### config.mk
export PLATFORM = sky130hd
export DESIGN_NAME = lut_sweep
export DESIGN_NICKNAME = d
export VERILOG_FILES = /design/src/rtl/lut_sweep_pkg.sv /design/src/rtl/lut_sweep_mem.sv /design/src/rtl/lut_sweep.sv
export SDC_FILE = /design/constraint.sdc
export NUM_CORES = 1
export LEC_CHECK = 0
export ABC_AREA = 1
export BUFFER_PORTS_ARGS = -buffer_cell sky130_fd_sc_hd__buf_2
export CORE_MARGIN = 2
export CORE_UTILIZATION = 51
export DETAILED_ROUTE_END_ITERATION = 12
export PLACE_DENSITY = 0.87
export SLEW_MARGIN = 20
export SYNTH_ARGS = -nofsm -noshare
export SYNTH_HDL_FRONTEND = slang
export SYNTH_SLANG_ARGS = --single-unit
### constraint.sdc
create_clock -name clk -period 2.45 [get_ports clk]
set_input_delay 0.3675 -clock clk [delete_from_list [all_inputs] [get_ports clk]]
set_output_delay 0.3675 -clock clk [all_outputs]
set_load 0.1 [all_outputs]
### src/rtl/lut_sweep_pkg.sv
// Shared types and limits for the lut_sweep programmable truth-table unit.
package lut_sweep_pkg;

  localparam int N_MAX = 6;

  typedef enum logic [1:0] {
    ST_IDLE  = 2'd0,
    ST_SWEEP = 2'd1,
    ST_DONE  = 2'd2
  } state_t;

endpackage

### src/rtl/lut_sweep_mem.sv
// 2^N x 1 truth-table storage: one write port, one registered lookup port,
// one combinational port for the sweep engine.
module lut_mem
  import lut_sweep_pkg::*;
#(
  parameter int N = 2
) (
  input  logic         clk,
  input  logic         rst_n,
  input  logic         i_we,
  input  logic [N-1:0] i_waddr,
  input  logic         i_wbit,
  input  logic [N-1:0] i_raddr,
  output logic         o_rdata,
  input  logic [N-1:0] i_caddr,
  output logic         o_cdata
);

  localparam int DEPTH = 1 << N;

  logic [DEPTH-1:0] r_mem;
  logic             r_rdata;

  // Table update and registered lookup; lookup returns the pre-write contents.
  always_ff @(posedge clk or negedge rst_n) begin
    if (!rst_n) begin
      r_mem   <= {DEPTH{1'b0}};
      r_rdata <= 1'b0;
    end else begin
      if (i_we) begin
        r_mem[i_waddr] <= i_wbit;
      end
      r_rdata <= r_mem[i_raddr];
    end
  end

  assign o_rdata = r_rdata;
  assign o_cdata = r_mem[i_caddr];

endmodule

### src/rtl/lut_sweep.sv
// Programmable N-input boolean function: registered lookup plus a sweep engine
// streaming every (x, f(x)) pair over valid/ready and counting minterms.
module lut_sweep
  import lut_sweep_pkg::*;
#(
  parameter int N = 2
) (
  input  logic         clk,
  input  logic         rst_n,
  input  logic         i_cfg_we,
  input  logic [N-1:0] i_cfg_addr,
  input  logic         i_cfg_bit,
  input  logic [N-1:0] i_eval_x,
  output logic         o_eval_s,
  input  logic         i_start,
  output logic         o_busy,
  output logic         o_out_valid,
  input  logic         i_out_ready,
  output logic [N-1:0] o_out_x,
  output logic         o_out_s,
  output logic         o_done,
  output logic [N:0]   o_ones_count
);

  localparam logic [N-1:0] LAST_IDX = {N{1'b1}};

  state_t       r_state;
  logic [N-1:0] r_idx;
  logic         r_busy;
  logic         r_valid;
  logic         r_out_s;
  logic         r_done;
  logic [N:0]   r_ones;

  logic         w_we;
  logic [N-1:0] w_next_idx;
  logic         w_cdata;
  logic         w_next_s;

  // Table is locked in SWEEP; the next beat's value bypasses a same-edge write
  // so a start issued together with a write sees the updated entry.
  always_comb begin
    w_we = i_cfg_we && (r_state != ST_SWEEP);
    if (r_state == ST_SWEEP) begin
      w_next_idx = r_idx + N'(1);
    end else begin
      w_next_idx = {N{1'b0}};
    end
    if (w_we && (i_cfg_addr == w_next_idx)) begin
      w_next_s = i_cfg_bit;
    end else begin
      w_next_s = w_cdata;
    end
  end

  lut_mem #(.N(N)) u_mem (
    .clk     (clk),
    .rst_n   (rst_n),
    .i_we    (w_we),
    .i_waddr (i_cfg_addr),
    .i_wbit  (i_cfg_bit),
    .i_raddr (i_eval_x),
    .o_rdata (o_eval_s),
    .i_caddr (w_next_idx),
    .o_cdata (w_cdata)
  );

  // Sweep FSM with registered handshake outputs and minterm counter.
  always_ff @(posedge clk or negedge rst_n) begin
    if (!rst_n) begin
      r_state <= ST_IDLE;
      r_idx   <= {N{1'b0}};
      r_busy  <= 1'b0;
      r_valid <= 1'b0;
      r_out_s <= 1'b0;
      r_done  <= 1'b0;
      r_ones  <= {(N+1){1'b0}};
    end else begin
      case (r_state)
        ST_IDLE: begin
          r_done <= 1'b0;
          if (i_start) begin
            r_state <= ST_SWEEP;
            r_idx   <= {N{1'b0}};
            r_busy  <= 1'b1;
            r_valid <= 1'b1;
            r_out_s <= w_next_s;
            r_ones  <= {(N+1){1'b0}};
          end
        end
        ST_SWEEP: begin
          if (i_out_ready) begin
            r_ones <= r_ones + {{N{1'b0}}, r_out_s};
            if (r_idx == LAST_IDX) begin
              r_state <= ST_DONE;
              r_busy  <= 1'b0;
              r_valid <= 1'b0;
              r_done  <= 1'b1;
            end else begin
              r_idx   <= w_next_idx;
              r_out_s <= w_next_s;
            end
          end
        end
        ST_DONE: begin
          r_state <= ST_IDLE;
          r_done  <= 1'b0;
        end
        default: begin
          r_state <= ST_IDLE;
          r_busy  <= 1'b0;
          r_valid <= 1'b0;
          r_done  <= 1'b0;
        end
      endcase
    end
  end

  assign o_busy       = r_busy;
  assign o_out_valid  = r_valid;
  assign o_out_x      = r_idx;
  assign o_out_s      = r_out_s;
  assign o_done       = r_done;
  assign o_ones_count = r_ones;

endmodule

[Word level (Yosys, flattened, before mapping)]
Index checks and enable logic that the tools add are counted.
Storage, ports and cells
  input port bits: 10
  bits in registers: 15
  word-level logic and storage cells: 65
  output and inout port bits: 10
Cells by class
  reductions and logical operators: 10
  eq/ne operators: 9
  add/sub/neg operators: 2
  magnitude comparators: 4
  mux-type cells: 31
  bitwise operators: 1
Operator list (count)
  2-bit 2-to-1 mux: 7
  1-bit 2-to-1 mux: 13
  2-bit by 3-bit < comparator with 1-bit output, second input constant: 3
  2-bit case mux with 2 select lines: 2
  4-bit AND reduction: 2
  3-bit 2-to-1 mux: 2
  2-bit != test, second input constant: 3
  3-bit case mux with 2 select lines: 1
  3-bit AND reduction: 2
  1-bit binary-select mux with 2-bit select: 2
  4-bit bitwise mux: 1
  2-bit equality test, second input constant: 2
  2-bit by 1-bit != test with 1-bit output, second input constant: 2
  3-bit by 1-bit adder with 3-bit output: 1
  1-bit logical AND: 3
  1-bit case mux with 3 select lines: 1
  2-bit by 1-bit adder with 2-bit output, second input constant: 1
  1-bit demux with 2-bit select: 1
  2-bit by 1-bit equality test with 1-bit output, second input constant: 1
  2-bit equality test: 1
  2-bit by 1-bit greater-or-equal comparator with 1-bit output, second input constant: 1
  2-bit zero test: 1
  1-bit case mux with 2 select lines: 1
  2-bit AND reduction: 1
  2 further kinds: 2

[Logic depth before layout (Yosys ltp)]
  depth after elaboration: 8
  mapped depth: 8
  gate-level depth less buffers: 8

[Modules after synthesis]
A second synthesis with hierarchy kept.
Second synthesis, totals
  cell total of the unflattened synthesis: 109
  area total of the unflattened synthesis: 845.8 um^2
By module, submodules not included
  lut_sweep: area an instance 546.8 um^2, cells each 64, times used 1
  lut_mem: area an instance 299.0 um^2, cells each 45, times used 1

[Worst setup path after synthesis]
OpenSTA, ideal clock, no wires.
  path kind: register to register
  start: register r_ones[0], in the netlist o_ones_count[0]
  end: register r_ones[2], in the netlist o_ones_count[2]
  setup slack: 0.687 ns
  data arrival time: 1.679 ns
  path buffers: 0
  required time: 2.367 ns
  cell stages (with the launch flop): 7
  cells stage by stage: dfrtp_1 -> ha_1 -> ha_1 -> inv_1 -> nor2_1 -> o21ai_0 -> a21oi_1
Between the ends
  word-level cells in the longest chain between the ends: 3
Ends and longest elaborated chain
  from (decl): RTL line lut_sweep.sv:33  | logic [N:0] r_ones;
  from (signal assigned): RTL line lut_sweep.sv:77  | r_ones <= {(N+1){1'b0}};
  from (signal assigned): RTL line lut_sweep.sv:88  | r_ones <= {(N+1){1'b0}};
  from (signal assigned): RTL line lut_sweep.sv:93  | r_ones <= r_ones + {{N{1'b0}}, r_out_s};
  3-bit by 1-bit adder with 3-bit output: RTL line lut_sweep.sv:93
  3-bit 2-to-1 mux: RTL line lut_sweep.sv:92  | if (i_out_ready) begin
  3-bit case mux with 2 select lines: RTL line lut_sweep.sv:79  | case (r_state)
Every way passes these cells. The select of a mux whose other input is x is not followed.
A chain may end at the register's enable or synchronous reset.

[Final worst setup path]
  start: register r_idx[0], in the netlist o_out_x[0]
  end: output o_out_x[0]
RTL lines
  from (decl): RTL line lut_sweep.sv:28  | logic [N-1:0] r_idx;
  from (signal assigned): RTL line lut_sweep.sv:72  | r_idx <= {N{1'b0}};
  from (signal assigned): RTL line lut_sweep.sv:84  | r_idx <= {N{1'b0}};
  from (signal assigned): RTL line lut_sweep.sv:100  | r_idx <= w_next_idx;
  to (decl): RTL line lut_sweep.sv:19  | output logic [N-1:0] o_out_x,
No word-level cell between the ends.

==> impl_metrics.csv <==
group,metric,value,unit
drt,drt_iter0_markers,32,
cells_and_area,diodes,0,
cells_and_area,nFillCells,113,
global_routing,antenna_found_initial,0,
yosys,syn_avg_cell_area,8.11,um^2
sta,rsz0062_at_grt,"false",
setup_path,start_kind,"register",
global_routing,grt-ovfl-total,0,
sta,setup-tns-final,0,ns
yosys,yosysTopAreaCell,"dfrtp_1",
drt,wire_per_inst,11.3,um
cells_and_area,nets,131,
cells_and_area,drive_gt1_share,23.9,%
setup_path,worstPathRequired,2.08,ns
drt,drc_errors,0,
placed_design,gp_congestion,0.868,
floorplanning,placeableCoreArea,1350,um^2
floorplanning,design.die.area,1820,um^2
setup_path,arrival,1.14,ns
setup_path,path_max_fanout,4,
drt,viasPerCell,5.33,
yosys,syn_inst,94,
yosys,yosysWarnings,0,
sta,slew_violations,0,
yosys,synth_nets,107,
clocking,ctsResizeCount,0,
setup_path,cp_slowest_cell,"buf_2",
sta,clock_skew,0.00369,ns
sta,period_share,61.5,%
sta,worst_pin_slew,0.486,ns
clocking,cts-root-buf,"clkbuf_4",
cells_and_area,synthToLayoutAreaGrowth,18.7,%
clocking,htree_levels,1,
clocking,clock_path_buffers,2,
cells_and_area,final_cell_mix,"nand2_1 (20), buf_2 (19), dfrtp_1 (15)",
setup_path,path_buf_inv,1,
placed_design,portBuffers,19,
yosys,yosysSeqAreaShare,49.3,%
outcome,status,"finished clean",
drt,first_pass_iters,4,
setup_path,critPathTopFamily,"buffers and inverters",
yosys,synth.distinct_cells,13,
floorplanning,initial_utilization,56.4,%
clocking,clk_pin_slew_worst_paths,0.09,ns
placed_design,dp_slack,1.17,ns
floorplanning,fp-row-count,13,
drt,finalWirelength,1.49,mm
floorplanning,boundaryPins,20,
sta,setup_ws,0.942,ns
sta,relSlewSlack,67.8,%
sta,finalSetupViolations,0,
global_routing,grt_max_degree,16,
placed_design,dp_hpwl,1.14,mm
sta,timing.fmax,0.663,GHz
setup_path,slowest_delay,0.45,ns
setup_path,worstSetupEndpointType,"primary output",
yosys,yosysTopAreaCellShare,49.3,%
drt,ant_nets,0,
yosys,synthTopCellsByArea,"dfrtp_1 (49%), nand2_1 (9.9%), nand3_1 (9.2%), inv_1 (6.9%), o21ai_0 (5.9%)",
placed_design,dp_cells,127,
cells_and_area,fin_cells,132,
floorplanning,die_x,42.7,um
drt,route.vias.total,703,
clocking,hold_buffers,1,
global_routing,gr-usage-all-layers,19.5,%
yosys,netlist_area,762,um^2
flow_run,drv_cap,0,
floorplanning,die_h,42.7,um
global_routing,grt_pass1_wl,2.68,mm
yosys,ys_ff_latch,15,
setup_path,cp_cell_sequence,"buf_2",
clocking,clock_latency,0.29,ns
min_path,hp-class,"input port to register",
sta,hold_viol_final,0,
clocking,clock_sinks,15,
global_routing,grt_pass1_vias,666,
clocking,cts_buffers,3,
clocking,postCtsSetupRepairBufs,0,
clocking,cts_tree,"built",
cells_and_area,layout_commonest_cell,"nand2_1",
sta,period_needed,1.51,ns
setup_path,critPathKind,"register to primary output",
==> cells in the mapped netlist, drive strengths merged <==
cell type,n
a21oi,4
buf,1
dfrtp,15
ha,3
inv,16
nand2,23
nand3,14
nand4,1
nor2,8
o21ai,9
==> through the flow <==
step | hold WS [ns] | instance area, um^2 | util [%]
6_report | 0.346 | 905 | 67.0
5_1_grt | 0.370 | 905 | 67.0
4_1_cts | 0.343 | 905 | 67.0
3_5_place_dp | 0.289 | 868 | 64.3
3_3_place_gp | 0.287 | 868 | 64.3
2_1_floorplan | 0.0719 | 762 | -
==> worst paths after layout <==
| check | from | to | slack (ns) | cells past startpoint |
|---|---|---|---|---|
| worst max register to register | o_out_x[0]$_DFFE_PN0P_ | o_out_s$_DFFE_PN0P_ | 1.09 | 8 |
| worst max-delay path | o_out_x[0]$_DFFE_PN0P_ | o_out_x[0] | 0.94 | 1 |
| max in group asynchronous | rst_n | u_mem.r_mem[3]$_DFFE_PN0P_ | 1.71 | 2 |
| worst min register to register | o_ones_count[2]$_DFFE_PN0P_ | o_ones_count[2]$_DFFE_PN0P_ | 0.47 | 1 |
| worst min-delay path | i_eval_x[1] | u_mem.o_rdata$_DFF_PN0_ | 0.35 | 3 |
| min in group asynchronous | rst_n | o_out_x[1]$_DFFE_PN0P_ | 0.50 | 2 |
==> routing by layer <==
metal	vias up	GRT usage, %	routed length, um
li1	351	-	-
met5	-	0	0
met3	5	2.55	66
met4	0	11.3	36
met2	25	30.9	703
met1	322	25.4	679
==> flip-flops by register name, indices dropped and copies added, names as in the netlist <==
register	cells
u_mem.r_mem	4
o_out_valid	1
o_done	1
o_out_s	1
r_state	2
u_mem.o_rdata	1
o_ones_count	3
o_out_x	2
==> cells by family after synthesis <==
family | share of synthesized area (%)
buf+inv | 8.87
fa+ha+maj | 4.93
compound gates | 8.54
simple gates | 28.4
flops | 49.3
==> final cells by class <==
cell class | count | area, um^2 | share of cell area, %
flip-flops and latches | 15 | 375 | 41.5
multi-input cells | 62 | 319 | 35.3
repair buffers | 20 | 105 | 11.6
inverters | 16 | 60.1 | 6.64
clock buffers | 4 | 26.3 | 2.90
well taps | 15 | 18.8 | 2.07
Power is left out: the tool's default activity adds up to more than one toggle a clock period on the data nets, which glitch-free logic cannot reach.
